--- src/rtl/alu_arbiter.sv ---
// Round-robin arbiter sharing one combinational ALU between two requesters,
// with registered operands toward the ALU and a registered response.
module alu_arbiter #(
  parameter int WIDTH = 32,
  parameter int OPW   = 3
) (
  input  logic             clk,
  input  logic             rst,
  input  logic [1:0]       req_valid,
  output logic [1:0]       req_ready,
  input  logic [OPW-1:0]   req_op0,
  input  logic [WIDTH-1:0] req_a0,
  input  logic [WIDTH-1:0] req_b0,
  input  logic [OPW-1:0]   req_op1,
  input  logic [WIDTH-1:0] req_a1,
  input  logic [WIDTH-1:0] req_b1,
  output logic [1:0]       rsp_valid,
  input  logic [1:0]       rsp_ready,
  output logic [WIDTH-1:0] rsp_result,
  output logic             rsp_zero,
  output logic             rsp_err,
  output logic [WIDTH-1:0] alu_a,
  output logic [WIDTH-1:0] alu_b,
  output logic [OPW-1:0]   alu_control,
  input  logic [WIDTH-1:0] alu_out,
  input  logic             alu_zero,
  output logic             busy
);

  typedef enum logic [1:0] {
    IDLE = 2'd0,
    EXEC = 2'd1,
    RESP = 2'd2
  } state_t;

  state_t state_r;
  state_t next_s;
  logic   last_grant_r;
  logic   winner_s;
  logic   accept_s;
  logic   rsp_done_s;

  // Flags the undefined ALU control codes 110 and 111.
  function automatic logic is_illegal(input logic [OPW-1:0] op);
    return (op == OPW'(3'b110)) || (op == OPW'(3'b111));
  endfunction

  // Round-robin winner selection, request acceptance and next-state decode.
  always_comb begin
    next_s     = state_r;
    req_ready  = 2'b00;
    winner_s   = 1'b0;
    accept_s   = 1'b0;
    rsp_done_s = 1'b0;
    case (req_valid)
      2'b01:   winner_s = 1'b0;
      2'b10:   winner_s = 1'b1;
      2'b11:   winner_s = ~last_grant_r;
      default: winner_s = 1'b0;
    endcase
    case (state_r)
      IDLE: begin
        if (|req_valid) begin
          req_ready[winner_s] = 1'b1;
          accept_s            = 1'b1;
          next_s              = EXEC;
        end else begin
          next_s = IDLE;
        end
      end
      EXEC: next_s = RESP;
      RESP: begin
        // Only the granted requester's ready bit can retire the response.
        if (rsp_ready[last_grant_r]) begin
          rsp_done_s = 1'b1;
          next_s     = IDLE;
        end else begin
          next_s = RESP;
        end
      end
      default: next_s = IDLE;
    endcase
  end

  // FSM state register.
  always_ff @(posedge clk or posedge rst) begin
    if (rst) begin
      state_r <= IDLE;
    end else begin
      state_r <= next_s;
    end
  end

  // Operand latch, result capture, response valid and busy flag.
  always_ff @(posedge clk or posedge rst) begin
    if (rst) begin
      last_grant_r <= 1'b1;
      alu_a        <= {WIDTH{1'b0}};
      alu_b        <= {WIDTH{1'b0}};
      alu_control  <= {OPW{1'b0}};
      rsp_result   <= {WIDTH{1'b0}};
      rsp_zero     <= 1'b0;
      rsp_err      <= 1'b0;
      rsp_valid    <= 2'b00;
      busy         <= 1'b0;
    end else begin
      busy <= (next_s != IDLE);
      if (accept_s) begin
        last_grant_r <= winner_s;
        alu_a        <= winner_s ? req_a1  : req_a0;
        alu_b        <= winner_s ? req_b1  : req_b0;
        alu_control  <= winner_s ? req_op1 : req_op0;
      end
      if (state_r == EXEC) begin
        // The ALU output is undefined for illegal codes, so force a clean zero result.
        if (is_illegal(alu_control)) begin
          rsp_result <= {WIDTH{1'b0}};
          rsp_zero   <= 1'b1;
          rsp_err    <= 1'b1;
        end else begin
          rsp_result <= alu_out;
          rsp_zero   <= alu_zero;
          rsp_err    <= 1'b0;
        end
        rsp_valid <= last_grant_r ? 2'b10 : 2'b01;
      end else if (rsp_done_s) begin
        rsp_valid <= 2'b00;
      end
    end
  end

endmodule
--- config.mk ---
export PLATFORM = sky130hd
export DESIGN_NAME = alu_arbiter
export DESIGN_NICKNAME = d
export VERILOG_FILES = /design/src/rtl/alu_arbiter.sv
export SDC_FILE = /design/constraint.sdc
export NUM_CORES = 1
export LEC_CHECK = 0
export ABC_AREA = 1
export CAP_MARGIN = 15
export CORE_MARGIN = 2
export CORE_UTILIZATION = 40
export DETAILED_ROUTE_END_ITERATION = 7
export PLACE_DENSITY = 0.86
export SYNTH_ARGS = -nofsm -noshare
export SYNTH_HDL_FRONTEND = slang
export SYNTH_SLANG_ARGS = --single-unit
--- constraint.sdc ---
create_clock -name clk -period 4.25 [get_ports clk]
set_clock_uncertainty 0.1 [all_clocks]
set_input_delay 0.85 -clock clk [delete_from_list [all_inputs] [get_ports clk]]
set_output_delay 0.85 -clock clk [all_outputs]
set_load 0.02 [all_outputs]
==> metrics.csv, run 1 <==
metric,value,unit
status,"complete, no violations",
synth.cells.most_frequent,"nand2_1, dfrtp_1, nand3_1",
layout_setup_ws,0.913,ns
gp_congestion,0.815,
timing_max_transition_violations_final,0,
cts.path.max_buffers,2,
cts.hold.buffers_added,0,
critPathMaxFanout,2,
crit_arrival,2.39,ns
antenna_found_initial,0,
layout.core_utilization,66.1,%
cts.reportedPaths.clkPinSlew,0.07,ns
internal_power,0.00330,W
cts.repair.resized,0,
synth_nets,857,
global_route.usage.total,23.4,%
antenna_cells,0,
dp_slack,0.882,ns
maxSlewHeadroom,47.4,%
remaining_drc_errors,0,
end_kind,output pin,
globalRoute.busiestLayer,met2,
critPathMostFrequentCell,clkdlybuf4s50_1,
dp_hpwl,11500,um
power.share.switching,42.8,%
synth-seq-area-share,51.0,%
drt_pass1_iterations,4,
layout.nets,1112,
fillerInstances,1092,
critical-path-slowest-cell,clkdlybuf4s50_1,
cp_slowest_stage_delay,0.68,ns
die_width,119,um
cts_tree,built,
route.antenna.remaining_nets,0,
final_cells,1116,
pwr-share-clk,14.8,%
floorplan.die_area,14100,sq um
worstPathRequired,3.30,ns
post_synth_inst_count,684,
comb_power_share,53.9,%
setup_viol_count_final,0,
period_minus_slack,3.34,ns
cp_top_family,buffers and inverters,
clock_sinks,107,
timing.setup.critical_path_class,in -> out,
hold_violations,0,
min_path_type,reg -> reg,
kind_of_launch_point_of_the_worst_setup_path,primary input,
post_cts_buffers,0,
power.density,687,nW/um^2
gr-usage-met1,27.7,%
synth.top_cells.by_area,"dfrtp_1, nand2_1, nand3b_1",
postSynth.asyncResetShare,100,%
timing.critical_path.cells,clkdlybuf4s50_1 > nor2_2 > nor2_4 > inv_2 > a21oi_1 > clkdlybuf4s50_1,
drv_cap,0,
io_pins,279,
synth_largest_type_area_fraction,50.5,%
grt_first_pass_wirelength,26300,um
grt_overflow_total,0,
synth-edff-count,0,
cts_htree_levels,3,
routed-via-count,5244,
detail_route.wirelength,16200,um
synth.most_common_cell,nand2_1,
synth_top_flop_cell,dfrtp_1,
port_buffers,278,
die_height,119,um
cp_num_buf_inv,3,
viasPerCell,4.70,
grt_util_met3,7.67,%
core_area,12700,sq um
wl_per_cell,14.5,um
largest_voltage_drop_on_the_vdd_net,0.370,mV
grtUsageMet2,39.9,%
clk-insertion-delay-late,0.34,ns
timing.setup.tns,0,ns
power.net_switching,0.00247,W
share_of_the_clock_period_used_by_the_worst_path_after_layout,78.5,%
achievable-frequency,300,MHz
area.growth.synth_to_final,60.0,%
grt_max_degree,70,
post_synth.cell_area_avg,7.68,sq um
rsz_0062_raised_after_global_routing,no,
worst-slew-pin-transition,0.790,ns
cts_buffers,9,
synth_warnings,0,
ys_types,17,
drtIter0Drc,253,
first_global_vias,5287,
placed_cells_incl_taps,1100,
p_leak,4.16,nW
final_layout_size_suffix_gt1_share,3.81,%
synthesis.area,5260,sq um
initial_core_util,41.3,%
synth_seq_cells,107,
rows,41,
cts_root_buf,clkbuf_16,
share_seq_of_total_power,31.3,%
synth.largest_area_cell,dfrtp_1,
worst reg2reg max path, delay by kind of cell, from the launching register on:
| kind | cells | cell delay [ns] |
|---|---|---|
| flip-flops | 1 | 0.56 |
| AND/OR/NAND/NOR | 5 | 0.51 |
| buffers and inverters | 1 | 0.56 |
cell families after synthesis:
| family | after synthesis | synth area share, % |
|---|---|---|
| buffers and inverters | 113 | 9.29 |
| AND/OR/NAND/NOR | 462 | 39.5 |
| flip-flops | 107 | 51.0 |
| AO/OA/AOI/OAI | 2 | 0.238 |
routing by layer:
metal	routed length [um]	up-vias
li1	-	2606
met1	6610	2386
met2	7700	220
met3	1470	32
met4	435	0
met5	0	-
cell usage in the layout, fill, tap and decap left out:
master,Yosys,routed
a21oi_1,1,1
buf_2,24,1
buf_4,5,8
clkbuf_16,0,9
clkdlybuf4s50_1,0,277
clkinv_8,0,3
dfrtp_1,106,106
dfstp_2,1,1
inv_1,67,66
inv_2,4,4
inv_4,0,1
inv_6,0,2
inv_8,0,2
nand2_1,317,315
nand2_2,0,2
nand3_1,71,71
nand3b_1,64,64
nor2_1,7,7
nor2_2,2,2
nor2_4,1,1
o21bai_1,1,1
path summary, 6_finish.rpt:
path / from / to / slack, ns / cells after the start
setup / recovery: req_valid[0] / req_ready[0] / 0.91 / 6
hold / removal: alu_b[30] / alu_b[30] / 0.38 / 2
setup reg to reg: last_grant_r / alu_b[0] / 2.42 / 6
hold reg to reg: alu_b[30] / alu_b[30] / 0.38 / 2
max in group asynchronous: rst / rsp_result[21] / 2.31 / 3
min in group asynchronous: rst / alu_a[1] / 0.88 / 2
stage by stage:
step | area, sq um | hold WS [ns] | power, W
after floorplan | 5260 | 0.395 | 0.00349
after global placement | 8090 | 0.360 | 0.00487
after detailed placement | 8090 | 0.365 | 0.00496
after CTS | 8410 | 0.385 | 0.00584
after global routing | 8410 | 0.397 | 0.00617
final | 8410 | 0.379 | 0.00578
flip-flops by register name, summed over array words and instances (netlist names):
signal	cells
rsp_result	32
rsp_valid	2
alu_control	3
state_r	2
rsp_err	1
busy	1
rsp_zero	1
alu_b	32
alu_a	32
last_grant_r	1
power groups by stage:
| stage | clock, W | combinational [W] | sequential [W] |
|---|---|---|---|
| after global routing | 0.000909 | 0.00339 | 0.00187 |
| after CTS | 0.000876 | 0.00315 | 0.00181 |
| after detailed placement | 0 | 0.00314 | 0.00181 |
| after global placement | 0 | 0.00307 | 0.00180 |
| after floorplan | 0 | 0.00110 | 0.00240 |
| final | 0.000854 | 0.00312 | 0.00181 |
layout make-up:
cell class	instances	area [sq um]	area share, %
flip-flops and latches	107	2680	31.9
repair buffers	286	2840	33.7
clock inverters	7	88.8	1.06
clock buffers	9	225	2.68
multi-input cells	464	2090	24.9
well taps	172	215	2.56
inverters	71	269	3.20
(Power assumes the default switching activity.)
==> inputs of run 2 (changes only) <==
--- a/config.mk
+++ b/config.mk
@@ -8,9 +8,9 @@
 export ABC_AREA = 1
 export CAP_MARGIN = 15
 export CORE_MARGIN = 2
-export CORE_UTILIZATION = 40
+export CORE_UTILIZATION = 36
 export DETAILED_ROUTE_END_ITERATION = 7
-export PLACE_DENSITY = 0.86
+export PLACE_DENSITY = 0.82
 export SYNTH_ARGS = -nofsm -noshare
 export SYNTH_HDL_FRONTEND = slang
 export SYNTH_SLANG_ARGS = --single-unit
==> constraint.sdc (replaced) <==
create_clock -name clk -period 2.67 [get_ports clk]
set_clock_uncertainty 0.1 [all_clocks]
set_input_delay 0.534 -clock clk [delete_from_list [all_inputs] [get_ports clk]]
set_output_delay 0.534 -clock clk [all_outputs]
set_load 0.02 [all_outputs]
==> run 2 against run 1 <==
- register-to-register slack got worse by 1.6 ns
- clock power rose by 70%
- via count rose by 0.78%
- global-route usage fell by 2.2 points
- die area rose by 11%
- power rose by 60%
- largest power group unchanged
- clock-buffer cell count did not move
- highest routed layer unchanged
- routed wire length rose by 0.73%
- critical path depth fell by 1
==> metrics.csv, run 2 (synthesized netlist as in run 1, its figures left out) <==
metric,value,unit,change
status,"complete, no violations",,
grt_first_pass_wirelength,26900,um,+2.3%
hold_violations,0,,unchanged
drtIter0Drc,229,,-9.5%
port_buffers,278,,unchanged
holdWs,0.379,ns,-0.0000130 ns
gp_congestion,0.813,,-0.16%
min_path_type,reg -> reg,,
power.density,1090,nW/um^2,+59%
critPathMaxFanout,2,,unchanged
route.antenna.remaining_nets,0,,unchanged
floorplan.die_area,15600,sq um,+11%
viasPerCell,4.68,,-0.38%
timing.setup.critical_path_class,in -> out,,
comb_power_share,53.3,%,-0.6 points
cts_htree_levels,3,,unchanged
final_cell_mix,"nand2_1, clkdlybuf4s50_1, dfrtp_1, nand3_1, inv_1",,
grt_overflow_total,0,,unchanged
timing.setup.tns,0,ns,unchanged
post_cts_buffers,0,,unchanged
final-seq-area,2680,sq um,unchanged
crit_arrival,1.90,ns,-0.49 ns
clk-insertion-delay-late,0.34,ns,about the same
period_minus_slack,2.54,ns,
cts_root_buf,clkbuf_16,,
p_leak,4.18,nW,+0.53%
antenna_found_initial,0,,unchanged
multi_input_gate_area_in_the_final_layout,2090,sq um,unchanged
timing.critical_path.cells,clkdlybuf4s50_1 > nand2_2 > nand2_2 > nor2_1 > clkdlybuf4s50_1,,
final_cells,1129,,+1.2%
global_route.usage.total,21.2,%,-2.2 points
layout.nets,1113,,+0.090%
initial_core_util,36.4,%,-4.9 points
cts.repair.resized,0,,unchanged
setup_viol_count_final,0,,unchanged
layout_setup_ws,0.131,ns,-0.782 ns
power.net_switching,0.00390,W,+58%
cts.reportedPaths.clkPinSlew,0.07,ns,about the same
io_pins,279,,unchanged
drt_pass1_iterations,4,,unchanged
kind_of_launch_point_of_the_worst_setup_path,primary input,,
dp_slack,0.124,ns,-0.757 ns
drv_cap,0,,unchanged
share_of_the_clock_period_used_by_the_worst_path_after_layout,95.1,%,
cp_slowest_stage_delay,0.65,ns,-0.03 ns
cts.hold.buffers_added,0,,unchanged
die_width,125,um,+5.2%
timing.reg2reg.setup_slack,0.84,ns,-1.58 ns
detail_route.wirelength,16300,um,+0.73%
cts_buffers,9,,unchanged
worst-slew-pin-transition,0.760,ns,-0.0300 ns
grt_max_degree,70,,unchanged
biggestRegsByFlops,"alu_a: 32 flops, alu_b: 32 flops, rsp_result: 32 flops",,
die_height,125,um,+5.2%
cts.path.max_buffers,2,,unchanged
final_layout_size_suffix_gt1_share,4.02,%,+0.21 points
core_area,14400,sq um,+13%
mostFrequentLayoutCell,nand2_1,,
internal_power,0.00536,W,+62%
first_global_vias,5327,,+0.76%
placed_cells_incl_taps,1113,,+1.2%
remaining_drc_errors,0,,unchanged
timing_max_transition_violations_final,0,,unchanged
rows,44,,+7.3%
end_kind,output pin,,
totalPowerFinal,0.00927,W,+60%
critical-path-slowest-cell,clkdlybuf4s50_1,,
achievable-frequency,394,MHz,
maxSlewHeadroom,49.4,%,+2.0 points
rsz_0062_raised_after_global_routing,no,,
clock_sinks,107,,unchanged
cp_top_family,buffers and inverters,,
wl_per_cell,14.5,um,-0.43%
fillerInstances,1274,,+17%
routed-via-count,5285,,+0.78%
worstPathRequired,2.04,ns,-1.26 ns
dp_hpwl,11500,um,-0.14%
cts_tree,built,,
power.share.switching,42.1,%,-0.72 points
largest_voltage_drop_on_the_vdd_net,0.550,mV,+49%
antenna_cells,0,,unchanged
area.growth.synth_to_final,61.4,%,
share_seq_of_total_power,31.1,%,-0.2 points
cp_num_buf_inv,2,,-1
pwr-share-clk,15.6,%,+0.8 points
[run 2: power groups by stage]
| stage | clock network, W | logic [W] | registers (W) |
|---|---|---|---|
| 3_3_place_gp | 0 | 0.00492 | 0.00287 |
| 2_1_floorplan | 0 | 0.00175 | 0.00381 |
| 5_1_grt | 0.00155 | 0.00536 | 0.00298 |
| 3_5_place_dp | 0 | 0.00501 | 0.00289 |
| 4_1_cts | 0.00148 | 0.00501 | 0.00288 |
| 6_report | 0.00145 | 0.00494 | 0.00288 |
[run 2: worst paths after layout]
kind | start | end | depth (start not counted)
max in group asynchronous | rst | last_grant_r | 3
max reg2reg | last_grant_r | alu_a[30] | 7
min reg2reg | alu_a[3] | alu_a[3] | 2
min | alu_a[3] | alu_a[3] | 2
min in group asynchronous | rst | alu_b[18] | 3
max | req_valid[0] | req_ready[1] | 5
[run 2: worst reg2reg max path: cells and delay by family (launching register included)]
| kind | cells | cell delay, ns |
|---|---|---|
| and+or+nand+nor | 6 | 0.57 |
| buffers and inverters | 1 | 0.54 |
| DFF | 1 | 0.57 |
[run 2: cell type report]
class                   count  area share [%]
clock inverters             7            1.21
well taps                 184            2.71
clock buffers               9            2.66
repair buffers            287            34.0
multi-input cells         464            24.7
inverters                  71            3.19
flip-flops and latches    107            31.6
[run 2: per-stage QoR]
stage | cell area [sq um] | utilization (%)
finish | 8480 | 58.8
CTS | 8480 | 58.8
global route | 8480 | 58.8
global placement | 8150 | 56.5
floorplan | 5260 | -
detailed placement | 8150 | 56.5
[run 2: routing by layer]
layer / global-route usage [%] / vias to the layer above / wire length (um)
met5: 0 / - / 0
met4: 5.88 / 0 / 312
met3: 6.19 / 23 / 1250
met2: 36.8 / 208 / 7870
met1: 25.6 / 2447 / 6910
li1: - / 2607 / -
